<file path="src/rtl/exec_controller_if.sv">
// Instruction handshake, status outputs and register-bank port of the exec controller.
// The controller attaches to the slave modport; its environment attaches to master.
interface exec_controller_if;
    logic [15:0] instr;
    logic        instr_valid;
    logic        instr_ready;
    logic        done;
    logic [15:0] acc_out;
    logic        zero_flag;
    logic        carry_flag;
    logic        illegal;
    logic [3:0]  mem_address;
    logic [15:0] mem_wdata;
    logic        mem_we;
    logic [15:0] mem_rdata;

    modport slave (
        input  instr, instr_valid, mem_rdata,
        output instr_ready, done, acc_out, zero_flag, carry_flag, illegal,
               mem_address, mem_wdata, mem_we
    );

    modport master (
        output instr, instr_valid, mem_rdata,
        input  instr_ready, done, acc_out, zero_flag, carry_flag, illegal,
               mem_address, mem_wdata, mem_we
    );
endinterface

</file>
<file path="src/rtl/exec_controller.sv">
// Accumulator executor, IDLE->FETCH->EXEC->DONE: fixed 4 cycles per instruction.
// instr_ready only in IDLE; instructions offered while busy are dropped, never queued.
module exec_controller (
    input  logic             clk,
    input  logic             reset,
    exec_controller_if.slave bus
);
    typedef enum logic [1:0] {IDLE, FETCH, EXEC, DONE} state_t;

    typedef struct packed {
        logic [3:0] opcode;
        logic [3:0] addr;
        logic [7:0] imm;
    } instr_t;

    localparam logic [3:0] OP_LOAD  = 4'd1;
    localparam logic [3:0] OP_STORE = 4'd2;
    localparam logic [3:0] OP_ADD   = 4'd3;
    localparam logic [3:0] OP_SUB   = 4'd4;
    localparam logic [3:0] OP_AND   = 4'd5;
    localparam logic [3:0] OP_OR    = 4'd6;
    localparam logic [3:0] OP_XOR   = 4'd7;
    localparam logic [3:0] OP_LDI   = 4'd8;
    localparam logic [3:0] OP_ADDI  = 4'd9;

    state_t      state;
    state_t      state_nxt;
    instr_t      ins;
    logic [3:0]  opcode_q;
    logic [7:0]  imm_q;
    logic [3:0]  addr_q;
    logic [15:0] operand_q;
    logic [15:0] acc_q;
    logic        zero_q;
    logic        carry_q;
    logic [15:0] acc_nxt;
    logic        carry_nxt;
    logic        upd_zero;
    logic [16:0] sum_ext;

    assign ins = bus.instr;

    always_ff @(posedge clk or posedge reset) begin
        if (reset) begin
            state <= IDLE;
        end else begin
            state <= state_nxt;
        end
    end

    // Outputs decode from state only, so reset drops mem_we/done without waiting for a clock.
    always_comb begin
        state_nxt       = state;
        bus.instr_ready = 1'b0;
        bus.done        = 1'b0;
        bus.illegal     = 1'b0;
        bus.mem_we      = 1'b0;
        case (state)
            IDLE: begin
                bus.instr_ready = 1'b1;
                if (bus.instr_valid) begin
                    state_nxt = FETCH;
                end
            end
            FETCH: state_nxt = EXEC;
            EXEC: begin
                bus.mem_we = (opcode_q == OP_STORE);
                state_nxt  = DONE;
            end
            default: begin
                bus.done    = 1'b1;
                bus.illegal = (opcode_q > OP_ADDI);
                state_nxt   = IDLE;
            end
        endcase
    end

    always_comb begin
        acc_nxt   = acc_q;
        carry_nxt = carry_q;
        upd_zero  = 1'b0;
        sum_ext   = '0;
        case (opcode_q)
            OP_LOAD: begin
                acc_nxt  = operand_q;
                upd_zero = 1'b1;
            end
            OP_ADD: begin
                sum_ext   = {1'b0, acc_q} + {1'b0, operand_q};
                acc_nxt   = sum_ext[15:0];
                carry_nxt = sum_ext[16];
                upd_zero  = 1'b1;
            end
            OP_SUB: begin
                acc_nxt   = acc_q - operand_q;
                carry_nxt = (acc_q < operand_q);
                upd_zero  = 1'b1;
            end
            OP_AND: begin
                acc_nxt   = acc_q & operand_q;
                carry_nxt = 1'b0;
                upd_zero  = 1'b1;
            end
            OP_OR: begin
                acc_nxt   = acc_q | operand_q;
                carry_nxt = 1'b0;
                upd_zero  = 1'b1;
            end
            OP_XOR: begin
                acc_nxt   = acc_q ^ operand_q;
                carry_nxt = 1'b0;
                upd_zero  = 1'b1;
            end
            OP_LDI: begin
                acc_nxt  = {8'h00, imm_q};
                upd_zero = 1'b1;
            end
            OP_ADDI: begin
                sum_ext   = {1'b0, acc_q} + {9'h000, imm_q};
                acc_nxt   = sum_ext[15:0];
                carry_nxt = sum_ext[16];
                upd_zero  = 1'b1;
            end
            default: ;
        endcase
    end

    always_ff @(posedge clk or posedge reset) begin
        if (reset) begin
            opcode_q  <= '0;
            imm_q     <= '0;
            addr_q    <= '0;
            operand_q <= '0;
            acc_q     <= '0;
            zero_q    <= 1'b0;
            carry_q   <= 1'b0;
        end else begin
            case (state)
                IDLE: begin
                    if (bus.instr_valid) begin
                        opcode_q <= ins.opcode;
                        imm_q    <= ins.imm;
                        addr_q   <= ins.addr;
                    end
                end
                FETCH: operand_q <= bus.mem_rdata;
                EXEC: begin
                    acc_q   <= acc_nxt;
                    carry_q <= carry_nxt;
                    if (upd_zero) begin
                        zero_q <= (acc_nxt == 16'h0000);
                    end
                end
                default: ;
            endcase
        end
    end

    assign bus.acc_out     = acc_q;
    assign bus.mem_wdata   = acc_q;
    assign bus.mem_address = addr_q;
    assign bus.zero_flag   = zero_q;
    assign bus.carry_flag  = carry_q;
endmodule

</file>
<file path="src/flat_wrapper.sv">
// flat-port wrapper written by rule: the top's interface ports become plain ports
module exec_controller_flat 
  (clk, reset, bus_instr, bus_instr_valid, bus_mem_rdata, bus_instr_ready, bus_done, bus_acc_out, bus_zero_flag, bus_carry_flag, bus_illegal, bus_mem_address, bus_mem_wdata, bus_mem_we);
  exec_controller_if bus_i ();
  input  logic clk;
  input  logic reset;
  input wire logic [$bits(bus_i.instr)-1:0] bus_instr;
  input wire logic [$bits(bus_i.instr_valid)-1:0] bus_instr_valid;
  input wire logic [$bits(bus_i.mem_rdata)-1:0] bus_mem_rdata;
  output wire logic [$bits(bus_i.instr_ready)-1:0] bus_instr_ready;
  output wire logic [$bits(bus_i.done)-1:0] bus_done;
  output wire logic [$bits(bus_i.acc_out)-1:0] bus_acc_out;
  output wire logic [$bits(bus_i.zero_flag)-1:0] bus_zero_flag;
  output wire logic [$bits(bus_i.carry_flag)-1:0] bus_carry_flag;
  output wire logic [$bits(bus_i.illegal)-1:0] bus_illegal;
  output wire logic [$bits(bus_i.mem_address)-1:0] bus_mem_address;
  output wire logic [$bits(bus_i.mem_wdata)-1:0] bus_mem_wdata;
  output wire logic [$bits(bus_i.mem_we)-1:0] bus_mem_we;
  assign bus_i.instr = bus_instr;
  assign bus_i.instr_valid = bus_instr_valid;
  assign bus_i.mem_rdata = bus_mem_rdata;
  assign bus_instr_ready = bus_i.instr_ready;
  assign bus_done = bus_i.done;
  assign bus_acc_out = bus_i.acc_out;
  assign bus_zero_flag = bus_i.zero_flag;
  assign bus_carry_flag = bus_i.carry_flag;
  assign bus_illegal = bus_i.illegal;
  assign bus_mem_address = bus_i.mem_address;
  assign bus_mem_wdata = bus_i.mem_wdata;
  assign bus_mem_we = bus_i.mem_we;
  exec_controller u_core (.clk(clk), .reset(reset), .bus(bus_i));
endmodule
</file>
<file path="config.mk">
export PLATFORM = sky130hd
export DESIGN_NAME = exec_controller_flat
export DESIGN_NICKNAME = d
export VERILOG_FILES = /design/src/rtl/exec_controller_if.sv /design/src/rtl/exec_controller.sv /design/src/flat_wrapper.sv
export SDC_FILE = /design/constraint.sdc
export NUM_CORES = 1
export LEC_CHECK = 0
export ABC_AREA = 1
export BUFFER_PORTS_ARGS = -buffer_cell sky130_fd_sc_hd__buf_4
export CAP_MARGIN = 0
export CORE_MARGIN = 2
export CORE_UTILIZATION = 35
export DETAILED_ROUTE_END_ITERATION = 10
export PLACE_DENSITY = 0.52
export SYNTH_ARGS = -nofsm -noshare
export SYNTH_HDL_FRONTEND = slang
export SYNTH_SLANG_ARGS = --single-unit
</file>
<file path="constraint.sdc">
create_clock -name clk -period 2.1 [get_ports clk]
set_input_delay 0.42 -clock clk [delete_from_list [all_inputs] [get_ports clk]]
set_output_delay 0.42 -clock clk [all_outputs]
set_load 0.01 [all_outputs]
</file>
# Word level (Yosys, flattened, before mapping)
# Index checks and enable logic that the tools add are counted.
dict set report op_classes {
  add_sub_neg 3
  order_cmp 2
  n_eq_ne 12
  mux 9
  n_bitwise 3
  n_reduce_logical 9
}
# op n
set ops {}
lappend ops {{16-bit one-hot mux with 8 select lines} 1}
lappend ops {{16-bit by 16-bit adder with 17-bit output} 1}
lappend ops {{16-bit by 8-bit adder with 17-bit output} 1}
lappend ops {{16-bit bitwise AND} 1}
lappend ops {{4-bit by 3-bit == test with 1-bit output, second input constant} 4}
lappend ops {{16-bit logical NOT} 1}
lappend ops {{16-bit < comparator} 1}
lappend ops {{16-bit bitwise OR} 1}
lappend ops {{16-bit subtractor} 1}
lappend ops {{16-bit XOR} 1}
lappend ops {{4-bit by 2-bit == test with 1-bit output, second input constant} 2}
lappend ops {{4-bit == test, second input constant} 2}
lappend ops {{8-bit OR reduction} 1}
lappend ops {{2-bit one-hot mux with 3 select lines} 1}
lappend ops {{2-bit AND reduction} 3}
lappend ops {{3-bit OR reduction} 2}
lappend ops {{1-bit 2-to-1 mux} 5}
lappend ops {{4-bit by 1-bit == test with 1-bit output, second input constant} 1}
lappend ops {{4-bit greater-than comparator, second input constant} 1}
lappend ops {{1-bit one-hot mux with 4 select lines} 1}
lappend ops {{4-bit nonzero test} 1}
lappend ops {{2-bit by 1-bit == test with 1-bit output, second input constant} 1}
lappend ops {{2-bit == test, second input constant} 1}
lappend ops {{2-bit logical NOT} 1}
lappend ops {{2 further kinds} 2}
dict set report word_totals {
  register_bits 52
  in_bits 35
  out_inout_bits 42
  word_cells 46
}

# Depth between registers and ports, before layout
dict set report logic_depth {
  word_depth 4
  depth_mapped 19
  depth_no_buf 19
}

# Worst setup path before layout
# OpenSTA, ideal clock, no wires.
dict set report synth_path {
  kind {register to register}
  from {reg u_core.acc_q[1] (netlist: u_core.bus.acc_out[1])}
  to {reg u_core.zero_q (netlist: u_core.bus.zero_flag)}
  setup_ps 65
  arrival_ps 2145
  required_ps 2035
  path_slack_ps -110
  stages_incl_launch_ff 18
  n_path_buf 0
  period_less_slack_ps 2210
  cell_sequence {dfrtp_1 > inv_1 > fa_1 > inv_1 > nand3_1 > nand2_1 > nand2_1 > nand2_1 > nand2_1 > nand2_1 > o21bai_1 > inv_1 > nand3_1 > nor2_1 > nand3_1 > nor2_1 > nand2_1 > nand2_1}
}
dict set report synth_via {
  elab_chain_len 3
  elab_cells_between_ends 8
  classes_between {add/sub: 3; mux: 1; bitwise: 3; reduce/logical: 1}
}
# item line
set synth_lines {}
lappend synth_lines {{start, declared} exec_controller.sv:33} ;# logic [15:0] acc_q;
lappend synth_lines {{start signal, assigned} exec_controller.sv:148} ;# acc_q <= acc_nxt;
lappend synth_lines {{16-bit by 8-bit adder with 17-bit output, or another cell as far along} exec_controller.sv:119} ;# sum_ext = {1'b0, acc_q} + {9'h000, imm_q};
lappend synth_lines {{16-bit one-hot mux with 8 select lines *} exec_controller.sv:83} ;# case (opcode_q)
lappend synth_lines {{16-bit logical NOT *} exec_controller.sv:151} ;# zero_q <= (acc_nxt == 16'h0000);
lappend synth_lines {{end signal, assigned} exec_controller.sv:151}
lappend synth_lines {{end, declared} exec_controller.sv:34} ;# logic zero_q;
# Mark *: on every way between the ends. The rest lies on a longest branch, timed or not.
# A chain may end at the register's enable or synchronous reset.

# Worst setup path in the final report
dict set report layout_path {
  from {reg u_core.acc_q[0] (netlist: u_core.bus.acc_out[0])}
  to {reg u_core.zero_q (netlist: u_core.bus.zero_flag)}
}
# Same word-level chain as after synthesis.

==> impl_results.md <==
- Status: finished, violations left
- Violated checks: negative setup slack
- Port Buffers: 76
- Initial Utilization: a little over a third
- Crit path depth: 18
- Routed wire length per instance: between 15 and 20 um
- Worst Tran Pin Value: roughly 540 ps
- Critical path startpoint: u_core.bus.acc_out[0]
- Post-synth EDFFs: 0
- Synth warn: 0
- Area Growth Syn to Fin: 60.1%
- Crit path buf inv count: 2
- Syn Inst Count: around 980
- Worst EP arrival: roughly 2700 ps
- Rows: 47
- Worst R2R Path Depth: 18
- Root Buffer: clkbuf_16
- Power per standard cell area: around 2000 mW/mm^2
- Antenna Nets Post-Route: 0
- Worst Path Max Fanout: 4
- Maximum buffer depth of the clock tree: 2
- Fin. max-slew vios: 0
- Skew-Pair Late Insertion Delay: 320 ps
- Part of the cycle the worst path needs: 118%
- Met2 Usage GRT: roughly 43%
- H-tree levels: 2
- Clock Sink Count: 52
- Setup ws final: -385 ps
- Mapped cell area: about 0.006 sq mm
- Main flop type after synthesis: dfrtp_1
- Worst-path cell chain: inv_2, ha_4, inv_4, fa_2, nand2_2, nand2_4, and2_4, nor2_4, nor2_2, nor2_1, nand2_1, nand2_1, nand3_1, nor2_1, nand3_1, nor2_1, nand2_1, nand2_1
- DR DRC count: 0
- Setup Viol. Count Final: 11
- RSZ-0062 raised after global routing: yes
- Antenna diode count: 0
- Via count: ~7500
- Pwr Total: 18.8 mW
- Startpoint types: flip-flop
- Worst R2R Start: u_core.bus.acc_out[0]
- Fin crit period: between 2000 and 2500 ps
- Global route overflow: 0
- CTS tree: yes
- Worst Skew: roughly 13 ps
- Die width: about 140 um
- Drt initial violations: 588
- Number of global-route vias before repair: 7141
- Overall Global Routing Usage: 27.6%
- Die area: 0.0182 sq mm
- Initial DRT Pass Iterations: 5
- Met3 Track Usage GR: roughly 3.3%
- RR Endpoint: u_core.bus.zero_flag
- Setup Crit Path Kind: reg2reg
- Global-route met1 utilization: 40.4%
- Clock Pin Slew Worst Setup and Hold Paths: 80 ps
- Rel. slew slack: roughly 64%
- Final GP Congestion: 1.00
- Nets: about 1300
- Post-CTS Hold Buffers: 0
- TritonCTS buffer count: 5
- Most used cell, CP: nand2_1
- HP Class: in2async
- Leakage: around 5 nW
- Gr busiest metal: met2
- Largest net degree at the start of global routing: 53
- Drt via density: 5.07
- Max-cap violations: 0
- Core Footprint: 0.0167 sq mm
- DPL Wire Length: between 15000 and 20000 um
- Max IR drop VDD: ~840 uV
- Async S/R FF share, synth: between 90% and 100%
- Top delay family on crit path: simple AND/OR/NAND/NOR gates
- Synth Register Bits: between 50 and 60
- Register area share after synthesis: a little over a fifth
- Final core occ: 57.6%
- Initial antenna violation count: 0
- Syn nets: ~1100
- Library cells used by synthesis: 38
- Endpoint class of the critical path: flip-flop
- Layout cell share with drive strength beyond 1: 45.4%
- Req. time, crit path: ~2400 ps
- Crit path max-delay cell type: dfrtp_2
- Fmax: 0.402 GHz
- Final Hold Vio Count: 0
- CP max stage delay: about 500 ps
- # IOs: 77
- Routed WL: ~25000 um
- Post-Syn Area per Cell: 6.14 sq um
- R2R Setup Slk: -380 ps
- WHS: 166 ps
- Chip height: 135 um
- Critical path destination: u_core.bus.zero_flag
- Global-route wire length before repair: between 30000 and 40000 um
## how the worst min path moves through the flow
stage                                endpoint  slack (ps)  depth (start not counted)
detailed placement  u_core.bus.mem_address[0]         500                          1
global placement    u_core.bus.mem_address[1]         490                          1
CTS                     u_core.bus.carry_flag         180                          3
finish                        u_core.state[1]         170                          3
global route             u_core.operand_q[15]         190                          3
floorplan                     u_core.imm_q[2]         510                          1
## registers in the layout (all words and copies together), names as in the netlist
signal / cells
u_core.bus.carry_flag: 1
u_core.state: 2
u_core.opcode_q: 4
u_core.bus.acc_out: 16
u_core.operand_q: 16
u_core.bus.mem_address: 4
u_core.bus.zero_flag: 1
u_core.imm_q: 8
## timing repair
item / in CTS / in global routing
cloned: 0 / 0
setup buffers: 12 / 14
pin swaps: 64 / 73
resized for setup: 161 / 117
setup endpoints to repair: 16 / 16
## worst register-to-register path, stage by stage (launching register included)
cell	delay, ps
dfrtp_2	490
inv_2	110
ha_4	140
inv_4	40
fa_2	360
nand2_2	110
nand2_4	70
and2_4	170
nor2_4	80
nor2_2	40
nor2_1	100
nand2_1	90
nand2_1	60
nand3_1	100
nor2_1	140
nand3_1	110
nor2_1	120
nand2_1	60
nand2_1	50
## area by class of cell
cell class | count | area (sq um)
inverters | 142 | 542
fillers | 1646 | 7080
flip-flops and latches | 52 | 1320
clock buffers | 6 | 139
well taps | 220 | 275
multi-input cells | 740 | 4910
clock inverters | 2 | 13.8
repair buffers | 308 | 2430
## metrics by stage
stage	setup slack [ps]	instances	TNS, ps	instance area [sq um]
2_1_floorplan	-9.82	978	-9.82	6050
3_3_place_gp	-404	1443	-2660	8280
3_5_place_dp	-399	1443	-2700	8280
4_1_cts	-362	1461	-1090	9130
5_1_grt	-467	1470	-3070	9620
6_report	-385	1470	-1810	9620
## power by group
| part | switching, mW | total, mW | internal, mW | leakage (nW) |
|---|---|---|---|---|
| sequential | 0.409 | 1.91 | 1.50 | 0.610 |
| clock | 0.445 | 0.924 | 0.480 | 0.0772 |
| combinational | 8.81 | 16.0 | 7.16 | 4.17 |
## cell usage in the layout, fill, tap and decap left out, types with 8 or more instances in the layout
cell type and count:
nor2_4 8, mux2_2 9, nand2_2 47, ha_1 31
buf_4 290, nand2_4 17, ha_4 23, dfrtp_1 41
dfrtp_2 11, nand3_2 28, o21ai_1 10, nand3_1 63
nor3_2 9, buf_6 12, o21ai_0 30, nand4_1 15
inv_1 105, nor2_2 18, nand2_1 242, nor2_1 87
ha_2 8, a21oi_2 15, inv_2 34, a21oi_1 21
## cells by family after synthesis
| group | synth area share, % |
|---|---|
| AND/OR/NAND/NOR | 38.8 |
| buffers and inverters | 13.4 |
| AO/OA/AOI/OAI | 10.4 |
| adder cells (fa/ha/maj) | 13.9 |
| flip-flops | 21.7 |
| multiplexers | 1.69 |
| XOR/XNOR | 0.146 |
## cells in the mapped netlist, types with 3 or more instances
cell type	number	area share, %
o21ai_1	5	0.42
nand3_1	94	7.8
fa_1	3	1.0
nand2_1	303	19
a211oi_1	4	0.50
nor2_2	7	0.73
o22ai_1	7	0.73
nor2_1	106	6.6
o21ai_0	41	3.4
buf_2	14	1.2
nor3_2	5	0.83
nand4_1	15	1.6
inv_1	137	8.6
o211ai_1	4	0.50
mux2_2	9	1.7
nor3_1	10	0.83
nand3b_1	5	0.62
clkbuf_1	7	0.44
dfrtp_1	52	22
buf_4	20	2.5
inv_2	5	0.31
o21bai_1	3	0.37
a21oi_1	40	3.3
ha_1	62	13
## routing by layer
metal  share of wire (%)  vias to the layer above
li1                    -                     3634
met1                  46                     3487
met2                  44                      291
met3                 7.6                       39
met4                 2.1                        0
met5                   0                        -
(Power assumes the default switching activity.)
